==> src/rtl/ps2_keyboard_rx.sv <==
`default_nettype none
// ============================================================================
// Module      : ps2_keyboard_rx
// Description : PS/2 keyboard receiver. Synchronises and glitch-filters the
//               PS/2 pins, deframes 11-bit frames, folds E0/F0 prefixes into
//               make/break events, queues events in a show-ahead FIFO with a
//               ready/valid handshake and keeps a held-state bit per game key.
// Revision    : 1.0 - initial release
// ----------------------------------------------------------------------------
// Ports:
//   clk, reset_n             system clock / asynchronous active-low reset
//   ps2_clk, ps2_data        raw PS/2 pins (asynchronous)
//   key_status[NUM_KEYS]     1 = key held
//   evt_valid / evt_ready    FIFO head handshake
//   evt_code/evt_ext/evt_brk head event: scancode, E0-prefixed, break
//   fifo_count               entries currently queued
//   overflow/clear_overflow  sticky event-dropped flag and its clear
//   parity_err               one-cycle pulse on a bad-parity frame
// Build option:
//   PS2_RX_PARITY_CHECK_EN   when defined, bad-parity frames are discarded and
//                            flagged; otherwise the parity bit is ignored.
// ============================================================================
module ps2_keyboard_rx #(
    parameter int NUM_KEYS       = 26,
    parameter int FIFO_DEPTH     = 8,
    parameter int FILTER_LEN     = 8,
    parameter int TIMEOUT_CYCLES = 200000
) (
    input  logic                            clk,
    input  logic                            reset_n,
    input  logic                            ps2_clk,
    input  logic                            ps2_data,
    output logic [NUM_KEYS-1:0]             key_status,
    output logic                            evt_valid,
    input  logic                            evt_ready,
    output logic [7:0]                      evt_code,
    output logic                            evt_ext,
    output logic                            evt_brk,
    output logic [$clog2(FIFO_DEPTH+1)-1:0] fifo_count,
    output logic                            overflow,
    input  logic                            clear_overflow,
    output logic                            parity_err
);
    localparam int CNT_W = $clog2(FIFO_DEPTH + 1);
    localparam int PTR_W = $clog2(FIFO_DEPTH);
    localparam int FLT_W = $clog2(FILTER_LEN + 1);
    localparam int WD_W  = $clog2(TIMEOUT_CYCLES + 1);

    localparam logic [FLT_W-1:0] c_flt_last = FLT_W'(FILTER_LEN - 1);
    localparam logic [WD_W-1:0]  c_wd_last  = WD_W'(TIMEOUT_CYCLES - 1);
    localparam logic [CNT_W-1:0] c_depth    = CNT_W'(FIFO_DEPTH);

    // {ext, code} per key index: A..Z, space, esc, up, down, left, right
    localparam logic [8:0] c_key_map [32] = '{
        9'h01C, 9'h032, 9'h021, 9'h023, 9'h024, 9'h02B, 9'h034, 9'h033,
        9'h043, 9'h03B, 9'h042, 9'h04B, 9'h03A, 9'h031, 9'h044, 9'h04D,
        9'h015, 9'h02D, 9'h01B, 9'h02C, 9'h03C, 9'h02A, 9'h01D, 9'h022,
        9'h035, 9'h01A, 9'h029, 9'h076, 9'h175, 9'h172, 9'h16B, 9'h174
    };

    // ------------------------------------------------------------------
    // Input path: bit 0 = ps2_clk, bit 1 = ps2_data. Lines idle high, so
    // everything resets to 1 to avoid a spurious falling edge.
    // ------------------------------------------------------------------
    logic [1:0] w_pin;
    logic [1:0] w_filt;
    assign w_pin = {ps2_data, ps2_clk};

    genvar gi;
    generate
        for (gi = 0; gi < 2; gi++) begin : g_line
            logic [1:0]       r_sync;
            logic             r_filt;
            logic [FLT_W-1:0] r_cnt;
            always_ff @(posedge clk or negedge reset_n) begin
                if (!reset_n) begin
                    r_sync <= 2'b11;
                    r_filt <= 1'b1;
                    r_cnt  <= '0;
                end else begin
                    r_sync <= {r_sync[0], w_pin[gi]};
                    // The filtered line follows only after FILTER_LEN
                    // consecutive samples disagree with it.
                    if (r_sync[1] == r_filt) begin
                        r_cnt <= '0;
                    end else if (r_cnt == c_flt_last) begin
                        r_filt <= r_sync[1];
                        r_cnt  <= '0;
                    end else begin
                        r_cnt <= r_cnt + FLT_W'(1);
                    end
                end
            end
            assign w_filt[gi] = r_filt;
        end
    endgenerate

    logic r_clk_d;
    logic w_fall;
    logic w_data;
    assign w_data = w_filt[1];
    assign w_fall = r_clk_d & ~w_filt[0];

    // ------------------------------------------------------------------
    // Frame FSM
    // ------------------------------------------------------------------
    typedef enum logic [1:0] {
        ST_IDLE   = 2'd0,
        ST_DATA   = 2'd1,
        ST_PARITY = 2'd2,
        ST_STOP   = 2'd3
    } state_t;

    state_t          r_state, w_state_nxt;
    logic [7:0]      r_shift;
    logic [2:0]      r_bit_cnt;
    logic [WD_W-1:0] r_wd;
    logic            r_byte_vld, w_byte_vld_nxt;
    logic            w_timeout, w_par_good;

    // A strobe in the same cycle as expiry wins: it proves the line is alive.
    assign w_timeout = (r_state != ST_IDLE) && !w_fall && (r_wd == c_wd_last);

`ifdef PS2_RX_PARITY_CHECK_EN
    logic r_par;
    logic r_par_err;
    logic w_par_err_nxt;
    assign w_par_good = ^{r_shift, r_par};
    assign parity_err = r_par_err;
`else
    assign w_par_good = 1'b1;
    assign parity_err = 1'b0;
`endif

    always_comb begin
        w_state_nxt    = r_state;
        w_byte_vld_nxt = 1'b0;
`ifdef PS2_RX_PARITY_CHECK_EN
        w_par_err_nxt  = 1'b0;
`endif
        if (w_timeout) begin
            w_state_nxt = ST_IDLE;
        end else if (w_fall) begin
            case (r_state)
                ST_IDLE:   if (!w_data) w_state_nxt = ST_DATA;
                ST_DATA:   if (r_bit_cnt == 3'd7) w_state_nxt = ST_PARITY;
                ST_PARITY: w_state_nxt = ST_STOP;
                ST_STOP: begin
                    w_state_nxt    = ST_IDLE;
                    w_byte_vld_nxt = w_data && w_par_good;
`ifdef PS2_RX_PARITY_CHECK_EN
                    w_par_err_nxt  = !w_par_good;
`endif
                end
                default:   w_state_nxt = ST_IDLE;
            endcase
        end
    end

    always_ff @(posedge clk or negedge reset_n) begin
        if (!reset_n) begin
            r_state    <= ST_IDLE;
            r_clk_d    <= 1'b1;
            r_shift    <= '0;
            r_bit_cnt  <= '0;
            r_wd       <= '0;
            r_byte_vld <= 1'b0;
`ifdef PS2_RX_PARITY_CHECK_EN
            r_par      <= 1'b0;
            r_par_err  <= 1'b0;
`endif
        end else begin
            r_state    <= w_state_nxt;
            r_clk_d    <= w_filt[0];
            r_byte_vld <= w_byte_vld_nxt;
`ifdef PS2_RX_PARITY_CHECK_EN
            r_par_err  <= w_par_err_nxt;
            if (w_fall && r_state == ST_PARITY) r_par <= w_data;
`endif
            if (w_fall && r_state == ST_IDLE) r_bit_cnt <= '0;
            if (w_fall && r_state == ST_DATA) begin
                r_shift   <= {w_data, r_shift[7:1]};
                r_bit_cnt <= r_bit_cnt + 3'd1;
            end
            if (r_state == ST_IDLE || w_fall) r_wd <= '0;
            else if (r_wd != c_wd_last)       r_wd <= r_wd + WD_W'(1);
        end
    end

    // ------------------------------------------------------------------
    // Prefix decoder and key map. r_shift holds the byte while
    // r_byte_vld is high because the FSM is back in IDLE.
    // ------------------------------------------------------------------
    logic                r_ext, r_brk;
    logic                w_push;
    logic [9:0]          w_evt;
    logic [NUM_KEYS-1:0] r_key_status;

    assign w_push = r_byte_vld && (r_shift != 8'hE0) && (r_shift != 8'hF0)
                                && (r_shift != 8'hE1);
    assign w_evt  = {r_ext, r_brk, r_shift};

    always_ff @(posedge clk or negedge reset_n) begin
        if (!reset_n) begin
            r_ext        <= 1'b0;
            r_brk        <= 1'b0;
            r_key_status <= '0;
        end else begin
            if (r_byte_vld) begin
                if (r_shift == 8'hE0)      r_ext <= 1'b1;
                else if (r_shift == 8'hF0) r_brk <= 1'b1;
                else if (r_shift != 8'hE1) begin
                    r_ext <= 1'b0;
                    r_brk <= 1'b0;
                end
            end
            if (w_push) begin
                for (int k = 0; k < NUM_KEYS; k++) begin
                    if ({r_ext, r_shift} == c_key_map[k]) r_key_status[k] <= !r_brk;
                end
            end
        end
    end
    assign key_status = r_key_status;

    // ------------------------------------------------------------------
    // Show-ahead event FIFO
    // ------------------------------------------------------------------
    logic [9:0]       r_mem [FIFO_DEPTH];
    logic [PTR_W-1:0] r_wr_ptr, r_rd_ptr;
    logic [CNT_W-1:0] r_count;
    logic             r_ovf;
    logic             w_pop, w_full, w_wr;

    assign w_pop  = evt_valid & evt_ready;
    assign w_full = (r_count == c_depth);
    // A pop in the same cycle frees the slot the full FIFO needs.
    assign w_wr   = w_push && (!w_full || w_pop);

    always_ff @(posedge clk or negedge reset_n) begin
        if (!reset_n) begin
            for (int m = 0; m < FIFO_DEPTH; m++) r_mem[m] <= '0;
            r_wr_ptr <= '0;
            r_rd_ptr <= '0;
            r_count  <= '0;
            r_ovf    <= 1'b0;
        end else begin
            if (w_wr) begin
                r_mem[r_wr_ptr] <= w_evt;
                r_wr_ptr        <= r_wr_ptr + PTR_W'(1);
            end
            if (w_pop) r_rd_ptr <= r_rd_ptr + PTR_W'(1);
            if (w_wr && !w_pop)      r_count <= r_count + CNT_W'(1);
            else if (!w_wr && w_pop) r_count <= r_count - CNT_W'(1);
            if (w_push && !w_wr)     r_ovf <= 1'b1;
            else if (clear_overflow) r_ovf <= 1'b0;
        end
    end

    assign evt_valid                   = (r_count != '0);
    assign {evt_ext, evt_brk, evt_code} = r_mem[r_rd_ptr];
    assign fifo_count                  = r_count;
    assign overflow                    = r_ovf;

endmodule
`default_nettype wire

==> config.mk <==
export PLATFORM = sky130hd
export DESIGN_NAME = ps2_keyboard_rx
export DESIGN_NICKNAME = d
export VERILOG_FILES = /design/src/rtl/ps2_keyboard_rx.sv
export SDC_FILE = /design/constraint.sdc
export NUM_CORES = 1
export LEC_CHECK = 0
export BUFFER_PORTS_ARGS = -buffer_cell sky130_fd_sc_hd__buf_2
export CAP_MARGIN = 20
export CORE_ASPECT_RATIO = 1.2
export CORE_UTILIZATION = 56
export DETAILED_ROUTE_END_ITERATION = 10
export PLACE_DENSITY = 0.82
export SETUP_SLACK_MARGIN = 0.5
export SYNTH_ARGS = -nofsm -noshare
export SYNTH_HDL_FRONTEND = slang
export SYNTH_SLANG_ARGS = --single-unit
==> constraint.sdc <==
create_clock -name clk -period 5.45 [get_ports clk]
set_clock_uncertainty 0.1 [all_clocks]
set_input_delay 0.2725 -clock clk [delete_from_list [all_inputs] [get_ports clk]]
set_output_delay 0.2725 -clock clk [all_outputs]
set_load 0.02 [all_outputs]
==> impl_metrics.ini <==
[outcome]
outcome = finished, final reports clean

[layout]
fillers = 1028
fin_nets = 680
area_growth_pct = 12.1
finalNonFillerCells = 843
final_util = 0.644
n_antenna_cell = 0
drive_above_1_share = 0.330

[grt]
antenna_found_initial = 0
grt_max_degree = 104
grt.overflow.total = 0
track_usage = 0.246
grt_pass1_vias = 5317
grt_pass1_wl_mm = 27.5

[floorplan]
fp.dieW_um = 110
start_util = 0.574
core_area_um2 = 13800
row_count = 47
die_h_um = 132
die-area_um2 = 14600
io_pins = 49

[placement]
pre_cts_ws_ns = 2.03
place_hpwl_mm = 10.8
portBuffers = 47
globalplace.congestion = 0.846
dp.cells = 806

[timing]
fin_setup_tns_ns = 0
rsz0062_at_grt = no
fmax_mhz = 288
period_needed_ns = 3.47
worst_slew_pin_slew_ns = 1.12
finalHoldViolCount = 0
relSlewSlack = 0.252
slew_viol_final = 0
fin_crit_sh = 0.637
setup_ws_ns = 1.98
setup_violations = 0

[detailed_routing]
wl_per_cell_um = 19.8
postRouteAntennaNets = 0
dr.pass1.iters = 5
finalWirelength_mm = 16.7
drc_errors = 0
num_vias = 5018
viasPerCell = 5.95
drtIter0Drc = 280

[synth]
synth_top_cell_area_share = 0.503
synth_fp_nets = 641
synthFlopType = dfrtp_1
synth-seq-cells = 166
ys_warn_count = 0
ys_types = 63
ys_seq_area_frac = 0.527
synthArstFlopShare = 1.00
netlist_area_um2 = 7900
synth_top_area_cell = dfrtp_1
synth_edf_count = 0
synth_area_leaders = dfrtp_1 50%, mux2_2 13%, mux4_2 5.7%, mux2i_1 3.8%, dfstp_2 2.3%
synth_commonest_cells = 159 x dfrtp_1, 92 x mux2_2, 49 x nand2_1, 36 x inv_1, 30 x mux2i_1
yosysMostFrequentCell = dfrtp_1
netlist_instances = 620
avgSynthCellArea_um2 = 12.7

[clocking]
cts_max_path_buffers = 2
clockRootBuffer = clkbuf_16
post_cts_resize_count = 0
cts_tree = yes
cts_hold_buffers = 4
path_clk_slew_ns = 0.06
clkSinkCount = 166
cts_buffers = 17
post-cts-setup-buffers = 0
clk_latency_ns = 0.43
cts_max_level = 4

[run]
cap_violations = 0

[power]
power_uw = 3160
leakage_uw = 0.00432
powerDensity_nw_per_um2 = 357
peakVddDrop_v = 0.000219

[critical_path]
worstSetupEndpointType = flop
cp_max_fo = 15
critPathRequiredTime_ns = 5.64
crit_arrival_ns = 3.66
crit_path_start_kind = flop
worstSetupPathType = flop to flop

[min_path]
min_path_type = input pin to flop
sequential cells by signal, summed over array words and instances, names as in the netlist, 2 cells and up:
| signal | count |
|---|---|
| r_mem | 80 |
| key_status | 26 |
| r_wd | 18 |
| g_line.r_cnt | 8 |
| r_shift | 8 |
| fifo_count | 4 |
| g_line.r_sync | 4 |
| r_bit_cnt | 3 |
| r_rd_ptr | 3 |
| r_wr_ptr | 3 |
| g_line.r_filt | 2 |
| r_state | 2 |
power by group:
part           switching, uW  total, uW  internal, uW
registers                192       1510          1320
logic                    243        474           230
clock network            470       1180           706
total                    905       3160          2260
logic make-up after synthesis:
logic type                 synth area share
buffers and inverters                0.0377
AOI/OAI and AO/OA                    0.0394
muxes                                 0.245
DFF                                   0.527
and+or+nand+nor                       0.109
xor gates and xnor gates             0.0166
adders and majority gates            0.0247
other                              0.000475
metal layers:
metal	track usage	vias to the layer above	wire [um]
met4	0.0867	0	292
met3	0.0579	22	724
met2	0.438	116	9140
met1	0.289	2594	6500
li1	-	2286	-
met5	0	-	0
per-stage QoR:
step,area (um2),hold slack (ns)
floorplan,7900,-0.123
global placement,8230,0.246
detailed placement,8230,0.247
CTS,8840,0.0350
global route,8860,0.0753
finish,8860,0.0524
worst max-delay path: stages, from the launching register on:
cell and delay [ns]:
dfrtp_1 0.64, nand3_2 0.29, a2111o_1 0.57, nand3_1 0.19
inv_1 0.07, ha_1 0.23, inv_1 0.17, ha_1 0.25
a21o_1 0.21, a2111oi_0 0.46, o31ai_1 0.16
cell usage in the layout (no fill, tap or decap), types with 4 or more instances in the layout:
cell type        n
dlygate4sd3_1    4
a21oi_1          9
dfrtp_1        158
dfstp_2          7
xnor2_1         14
buf_2           46
nand2_1         49
clkinv_2         5
or4_1            4
clkbuf_16       17
mux4_2          20
or3_1            7
ha_1            14
nand4_1          6
mux2_2          92
nor3_1          19
o21ai_0         14
mux2_4          10
inv_1           36
mux2i_1         30
nand3_1         13
nor2_1          21
area by class of cell:
class                   instances  area [um2]  share of cell area
inverters                      36         135              0.0153
clock buffers                  23         478              0.0540
multi-input cells             384        3460               0.390
well taps                     171         214              0.0242
clock inverters                 9         100              0.0113
repair buffers                 54         308              0.0348
flip-flops and latches        166        4160               0.470
worst paths after layout:
check | start | end | slack (ns) | depth (start not counted)
min in group asynchronous | reset_n | r_state[1] | 0.43 | 2
max | r_shift[6] | fifo_count[3] | 1.98 | 10
min reg2reg | g_line[0].r_sync[0] | g_line[0].r_sync[1] | 0.26 | 0
max reg2reg | r_shift[6] | fifo_count[3] | 1.98 | 10
max in group asynchronous | reset_n | key_status[16] | 3.48 | 3
min | evt_ready | r_rd_ptr[2] | 0.05 | 3
No activity file was read; power rests on OpenSTA's default activity.
